<file path="src/rtl/axi_lite_master.sv">
// Single-outstanding AXI-lite initiator: turns a cmd/rsp handshake into one
// AXI-lite write (AW+W, then B) or read (AR, then R) transaction at a time.
module axi_lite_master #(
  parameter int DATA_WD = 8,
  parameter int ADDR_WD = 8
) (
  input  logic               clk,
  input  logic               rstn,
  input  logic               cmd_valid,
  output logic               cmd_ready,
  input  logic               cmd_write,
  input  logic [ADDR_WD-1:0] cmd_addr,
  input  logic [DATA_WD-1:0] cmd_wdata,
  output logic               rsp_valid,
  input  logic               rsp_ready,
  output logic [DATA_WD-1:0] rsp_rdata,
  output logic [1:0]         rsp_resp,
  output logic [ADDR_WD-1:0] awaddr,
  output logic               awvalid,
  input  logic               awready,
  output logic [DATA_WD-1:0] wdata,
  output logic               wvalid,
  input  logic               wready,
  input  logic [1:0]         bresp,
  input  logic               bvalid,
  output logic               bready,
  output logic [ADDR_WD-1:0] araddr,
  output logic               arvalid,
  input  logic               arready,
  input  logic [DATA_WD-1:0] rdata,
  input  logic [1:0]         rresp,
  input  logic               rvalid,
  output logic               rready
);
  typedef enum logic [2:0] {IDLE, WADDR, WRESP, RADDR, RDATA, RSP} state_e;

  typedef struct packed {
    logic [DATA_WD-1:0] rdata;
    logic [1:0]         resp;
  } rsp_t;

  state_e             state_q, state_d;
  logic               aw_done_q, aw_done_d, w_done_q, w_done_d;
  logic [ADDR_WD-1:0] awaddr_q, awaddr_d, araddr_q, araddr_d;
  logic [DATA_WD-1:0] wdata_q, wdata_d;
  rsp_t               rsp_q, rsp_d;
  logic               aw_fire, w_fire;

  // Every handshake output decodes registered state only, so none of them
  // depends combinationally on its ready and all drop with async reset.
  assign cmd_ready = (state_q == IDLE);
  assign awvalid   = (state_q == WADDR) && !aw_done_q;
  assign wvalid    = (state_q == WADDR) && !w_done_q;
  assign bready    = (state_q == WRESP);
  assign arvalid   = (state_q == RADDR);
  assign rready    = (state_q == RDATA);
  assign rsp_valid = (state_q == RSP);
  assign awaddr    = awaddr_q;
  assign wdata     = wdata_q;
  assign araddr    = araddr_q;
  assign rsp_rdata = rsp_q.rdata;
  assign rsp_resp  = rsp_q.resp;

  assign aw_fire = awvalid && awready;
  assign w_fire  = wvalid && wready;

  always_comb begin
    state_d   = state_q;
    aw_done_d = aw_done_q;
    w_done_d  = w_done_q;
    awaddr_d  = awaddr_q;
    wdata_d   = wdata_q;
    araddr_d  = araddr_q;
    rsp_d     = rsp_q;
    case (state_q)
      IDLE: begin
        aw_done_d = 1'b0;
        w_done_d  = 1'b0;
        if (cmd_valid) begin
          if (cmd_write) begin
            awaddr_d = cmd_addr;
            wdata_d  = cmd_wdata;
            state_d  = WADDR;
          end else begin
            araddr_d = cmd_addr;
            state_d  = RADDR;
          end
        end
      end
      WADDR: begin
        // AW and W complete independently; either order or the same edge.
        aw_done_d = aw_done_q | aw_fire;
        w_done_d  = w_done_q | w_fire;
        if (aw_done_d && w_done_d) state_d = WRESP;
      end
      WRESP: begin
        if (bvalid) begin
          rsp_d.rdata = '0;
          rsp_d.resp  = bresp;
          state_d     = RSP;
        end
      end
      RADDR: begin
        if (arready) state_d = RDATA;
      end
      RDATA: begin
        if (rvalid) begin
          rsp_d.rdata = rdata;
          rsp_d.resp  = rresp;
          state_d     = RSP;
        end
      end
      RSP: begin
        if (rsp_ready) state_d = IDLE;
      end
      default: state_d = IDLE;
    endcase
  end

  always_ff @(posedge clk or negedge rstn) begin
    if (!rstn) begin
      state_q   <= IDLE;
      aw_done_q <= 1'b0;
      w_done_q  <= 1'b0;
      awaddr_q  <= '0;
      wdata_q   <= '0;
      araddr_q  <= '0;
      rsp_q     <= '0;
    end else begin
      state_q   <= state_d;
      aw_done_q <= aw_done_d;
      w_done_q  <= w_done_d;
      awaddr_q  <= awaddr_d;
      wdata_q   <= wdata_d;
      araddr_q  <= araddr_d;
      rsp_q     <= rsp_d;
    end
  end
endmodule

</file>
<file path="config.mk">
export PLATFORM = sky130hd
export DESIGN_NAME = axi_lite_master
export DESIGN_NICKNAME = d
export VERILOG_FILES = /design/src/rtl/axi_lite_master.sv
export SDC_FILE = /design/constraint.sdc
export NUM_CORES = 1
export LEC_CHECK = 0
export BUFFER_PORTS_ARGS = -buffer_cell sky130_fd_sc_hd__buf_2
export CAP_MARGIN = 25
export CORE_MARGIN = 2
export CORE_UTILIZATION = 40
export DETAILED_ROUTE_END_ITERATION = 16
export PLACE_DENSITY = 0.68
export SLEW_MARGIN = 20
export SYNTH_ARGS = -nofsm -noshare
export SYNTH_HDL_FRONTEND = slang
export SYNTH_SLANG_ARGS = --single-unit
export TNS_END_PERCENT = 1
</file>
<file path="constraint.sdc">
create_clock -name clk -period 2.4 [get_ports clk]
set_input_delay 0.24 -clock clk [delete_from_list [all_inputs] [get_ports clk]]
set_output_delay 0.24 -clock clk [all_outputs]
set_load 0.01 [all_outputs]
</file>
==> results.cfg, run 1 <==
[global_routing]
grt-ovfl-total = 0
grt_pass1_wl_mm = 6.01
antenna_found_initial = 0
grt_pass1_vias = 1309
track_usage = 0.154
grt_max_degree = 40

[setup_path]
arrival_ns = 1.86
cp_top_family = simple AND/OR/NAND/NOR gates
crit_chain = nor3_4 > nand3_4 > mux2_4
required_ns = 2.57
end_kind = flip-flop
slowest_delay_ns = 0.50
path_buf_inv = 0
path_max_fanout = 16
cpMaxStageDelayCell = dfrtp_1
worstSetupPathType = flip-flop to flip-flop
start_kind = flip-flop

[timing]
fmax_mhz = 591
slew_headroom = 0.440
tns_ns = 0
drv_slew = 0
rsz0062_at_grt = no
finalCriticalPeriod_ns = 1.69
finalHoldViolations = 0
layout_setup_ws_ns = 0.707
finalCritPeriodShare = 0.706
setup_violations = 0
tightest_slew_ns = 0.840
fin_skew_ns = 0.00292

[placement]
dpl.hpwl_mm = 2.65
portBuffers = 78
dp_slack_ns = 0.712
dp_cells = 254
gp_congestion = 0.772

[synthesis]
synth_seq_area_share = 0.562
syn-cell-area_um2 = 1740
synth_edf_count = 0
yosys_warnings = 0
avgSynthCellArea_um2 = 13.5
syn_nets = 167
ys.flop_type = dfrtp_1
synthDistinctLibCells = 24
synthCells = 129
synth_seq_cells = 39
postSynth.asyncResetShare = 1.00

[cts]
cts_made_buffers = 5
clock-sinks = 39
cts_buffer_depth = 2
clk_latency_ns = 0.28
ctsHoldBuffers = 0
ctsResizeCount = 0
cts_max_level = 2
post_cts_buffers = 0
root_buffer = clkbuf_8
cts_tree = built
path_clk_slew_ns = 0.07

[min_path]
hold_class = primary input to asynchronous set/reset pin

[detailed_routing]
firstDrtPassIters = 4
vias = 1249
routedWlPerCell_um = 13.1
drtAntennaViolNets = 0
drt_iter0_markers = 77
drc = 0
routed_via_density = 4.77
wl_mm = 3.44

[power_and_ir_drop]
p_per_area_nw_per_um2 = 1260
ir_worst_vdd_v = 0.000623
p_leak_nw = 1.17

[die]
rows = 23
fp.dieW_um = 69.9
core_um2 = 4090
die_h_um = 69.9
start_util = 0.425
die-area_um2 = 4880
io_pins = 79

[layout]
area_delta_synth_final_pct = 29.2
nNetsFinal = 249
seqCellArea_um2 = 976
drive_gt1_frac = 0.557
multi_input_area_um2 = 683
fillers = 378
stdcell_count = 262
diodes = 0

[outcome]
status = finished, final reports clean

[flow_run]
drv_cap = 0
## through the flow
step,cell area (um2),hold slack (ns),total power [mW],utilization
detailed placement,2160,0.402,2.45,0.529
floorplan,1740,-0.0556,1.98,-
global route,2240,0.136,3.05,0.549
CTS,2240,0.0934,2.87,0.549
finish,2240,0.0578,2.83,0.549
global placement,2160,0.409,2.42,0.529
## sequential cells by signal, indices dropped and copies added, names as in the netlist
name / flops
aw_done_q: 1
w_done_q: 1
rsp_resp: 2
awaddr: 8
wdata: 8
rsp_rdata: 8
araddr: 8
state_q: 3
## cell type report
class                           count  area share
Multi-Input combinational cell     76       0.305
Timing Repair Buffer               80       0.181
Sequential cell                    39       0.435
Tap cell                           50      0.0279
Inverter                            9      0.0151
Clock buffer                        7      0.0340
Clock inverter                      1     0.00223
## synth_stat cells, types with 2 or more instances
cell	count	area (um2)
dfrtp_1	39	976
mux2_2	19	214
mux2_4	10	150
nand2_1	10	37.5
inv_1	9	33.8
mux2i_1	9	90.1
nor2_1	9	33.8
a21oi_1	4	20.0
buf_4	2	15.0
buf_6	2	22.5
nand2b_1	2	12.5
nand3b_1	2	15.0
## final timing paths
| kind | startpoint | to | slack, ns | cells after the start |
|---|---|---|---|---|
| worst max-delay path | state_q[0]$_DFFE_PN0P_ | awaddr[2]$_DFFE_PN0P_ | 0.71 | 3 |
| worst min-delay path | rstn | wdata[3]$_DFFE_PN0P_ | 0.06 | 1 |
| worst max register to register | state_q[0]$_DFFE_PN0P_ | awaddr[2]$_DFFE_PN0P_ | 0.71 | 3 |
| worst min register to register | araddr[7]$_DFFE_PN0P_ | araddr[7]$_DFFE_PN0P_ | 0.50 | 1 |
| max in group asynchronous | rstn | awaddr[1]$_DFFE_PN0P_ | 1.81 | 1 |
| min in group clk | cmd_wdata[3] | wdata[3]$_DFFE_PN0P_ | 0.19 | 2 |
## worst register-to-register path, delay by kind of cell, from the launching register on
family           cells  cell delay (ns)
DFF                  1             0.50
muxes                1             0.39
and+or+nand+nor      2             0.69
## per-layer routing
layer	part of all wire	vias to the layer above	track usage
met3	0.045	7	0.0346
met2	0.51	33	0.268
met4	0.018	0	0.0577
met5	0	-	0
met1	0.42	604	0.185
li1	-	605	-
## logic make-up after synthesis
| family | after synthesis | synth area share |
|---|---|---|
| AND/OR/NAND/NOR | 28 | 0.0923 |
| multiplexers | 38 | 0.262 |
| buffers and inverters | 14 | 0.0440 |
| AO/OA/AOI/OAI | 10 | 0.0397 |
| flip-flops | 39 | 0.562 |
## placed cells by master (no fill, tap or decap)
cell / count
nand3_4: 1
nand3b_2: 1
o221ai_1: 1
mux2_2: 19
mux2i_1: 9
buf_2: 78
and3b_1: 1
o22ai_1: 1
nor2_1: 9
o22a_1: 1
a31oi_1: 1
nor3b_1: 1
a21oi_1: 4
clkbuf_1: 2
o211a_1: 1
nand2b_1: 2
mux2_4: 10
buf_4: 2
clkinv_2: 1
nand3b_1: 2
nand2_1: 10
clkbuf_8: 5
a211o_1: 1
dfrtp_1: 39
nor3_4: 1
inv_1: 9
## power breakdown
group | total [mW] | switching (mW) | internal [mW]
Clock | 0.411 | 0.207 | 0.204
Combinational | 1.23 | 0.581 | 0.649
Sequential | 1.19 | 0.207 | 0.981
No activity file was read; power rests on OpenSTA's default activity.
==> run 2: changes to the inputs <==
Settings changed: PLACE_DENSITY 0.68 to 0.71.
Clock period 2.4 ns to 1.45 ns, I/O delays scaled along.
==> run 2 against run 1 <==
Against the previous run:
- combinational power rose by 100%
- worst setup slack got worse by 0.77 ns
- sequential cell count did not move
- clock skew rose by 0.0038 ns
- critical path type unchanged
- non-clock buffer count rose by 16
- the run now ends with setup timing left
==> results.cfg, run 2 (synthesis gave the netlist of run 1 again) <==
[placement]
gp_congestion = 0.736
dpl.hpwl_mm = 2.86
portBuffers = 78

[timing]
setup_violations = 29
fin_hold_ws_ns = 0.0867
layout_setup_ws_ns = -0.0595
tightest_slew_ns = 0.478
finalCritPeriodShare = 1.04
slew_headroom = 0.681
tns_ns = -0.917
fin_skew_ns = 0.00674
finalCriticalPeriod_ns = 1.51
drv_slew = 0
finalHoldViolations = 0
rsz0062_at_grt = yes
fmax_mhz = 662

[layout]
fillers = 354
diodes = 0
nNetsFinal = 265
drive_gt1_frac = 0.645
layout_common_cells = 77 x buf_2, 38 x dfrtp_1, 17 x mux2_2
area_delta_synth_final_pct = 44.8
final_common_cell = buf_2

[cts]
root_buffer = clkbuf_8
cts_made_buffers = 5
cts_buffer_depth = 2
cts_max_level = 2
clk_latency_ns = 0.29
path_clk_slew_ns = 0.07
cts_tree = built
clock-sinks = 39

[setup_path]
end_kind = flip-flop
path_max_fanout = 4
start_kind = flip-flop
arrival_ns = 1.68
required_ns = 1.62
worstSetupPathType = flip-flop to flip-flop

[detailed_routing]
routed_via_density = 4.70
drt_iter0_markers = 47
firstDrtPassIters = 4
vias = 1306
drtAntennaViolNets = 0
routedWlPerCell_um = 13.5
wl_mm = 3.76
drc = 0

[power_and_ir_drop]
p_per_area_nw_per_um2 = 2140
ir_worst_vdd_v = 0.00120
clock_power_share = 0.172
comb_power_share = 0.465
seqPwrFrac = 0.364
p_leak_nw = 1.30
p_int_mw = 3.56
netSwitchingFraction = 0.338
p_switching_mw = 1.82

[global_routing]
met2_usage = 0.262
grt_pass1_wl_mm = 6.11
grt_max_degree = 21
use_met1 = 0.205
met3_usage = 0.0548
grt_pass1_vias = 1294
antenna_found_initial = 0
busiest_layer = met2
grt-ovfl-total = 0
track_usage = 0.161

[die]
die-area_um2 = 4880
core_um2 = 4090
die_h_um = 69.9
start_util = 0.425
fp.dieW_um = 69.9
io_pins = 79
rows = 23

[flow_run]
drv_cap = 0

[min_path]
hold_class = primary input to flip-flop

[outcome]
violations = setup timing
status = finished, violations left
run 2: changes by cell type in the layout (fill, tap and decap cells not counted), moves of 2 or more:
cell and delta:
nor2_2 +3, buf_12 +2, nand2b_1 -2, mux2_4 +2, nor2_1 -4, mux2_2 -2
clkbuf_1 -2, buf_4 +6, buf_6 +8, nand2b_4 +2
run 2: path summary, 6_finish.rpt:
path / end / depth (start not counted) / from / slack, ns
hold / removal: wdata[3]$_DFFE_PN0P_ / 2 / cmd_wdata[3] / 0.09
hold reg to reg: awaddr[5]$_DFFE_PN0P_ / 1 / awaddr[5]$_DFFE_PN0P_ / 0.50
setup reg to reg: rsp_resp[0]$_DFFE_PN0P_ / 4 / state_q[1]$_DFFE_PN0P_ / -0.06
min in group asynchronous: wdata[3]$_DFFE_PN0P_ / 2 / rstn / 0.34
max in group asynchronous: rsp_resp[0]$_DFFE_PN0P_ / 3 / rstn / 0.64
setup / recovery: rsp_resp[0]$_DFFE_PN0P_ / 4 / state_q[1]$_DFFE_PN0P_ / -0.06
run 2: what timing repair did:
action	4_1_cts	5_1_grt
endpoints found under the hold margin	19	0
setup endpoints to repair	32	42
hold buffers	1	0
setup buffers	3	0
gates resized for setup	7	16
gates cloned	0	0
pin swaps	3	1
run 2: final cells by class:
cell class | instances | area [um2] | area share
sequential | 39 | 977 | 0.389
multi-input combinational | 76 | 737 | 0.293
timing repair buffer | 96 | 586 | 0.233
clock buffer | 6 | 82.6 | 0.0329
tap | 50 | 62.6 | 0.0249
clock inverter | 2 | 35.0 | 0.0139
inverter | 9 | 33.8 | 0.0134
run 2: per-layer routing:
metal | part of all wire | up-vias
met4 | 0.010 | 0
met3 | 0.060 | 4
li1 | - | 639
met1 | 0.43 | 622
met5 | 0 | -
met2 | 0.50 | 41
run 2: stage by stage:
stage	worst slack (ns)	instance area (um2)	util	std cells	total power, mW
floorplan	-0.124	1740	-	129	3.29
global placement	-0.0143	2280	0.558	266	4.19
detailed placement	-0.0415	2280	0.558	266	4.24
CTS	-0.0693	2450	0.601	278	5.29
global route	-0.156	2510	0.615	278	5.72
finish	-0.0595	2510	0.615	278	5.38
run 2: power by group through the flow:
stage,sequential (mW),combinational (mW),clock (mW)
global placement,1.95,2.24,0
global route,2.03,2.70,0.998
CTS,1.95,2.40,0.943
detailed placement,1.95,2.29,0
finish,1.95,2.50,0.924
floorplan,2.14,1.14,0
run 2: worst max-delay path: stages, from the launching register on:
cell and delay, ns:
dfrtp_2 0.46, nor3b_2 0.17, buf_4 0.16, mux2_2 0.33
mux2_2 0.27
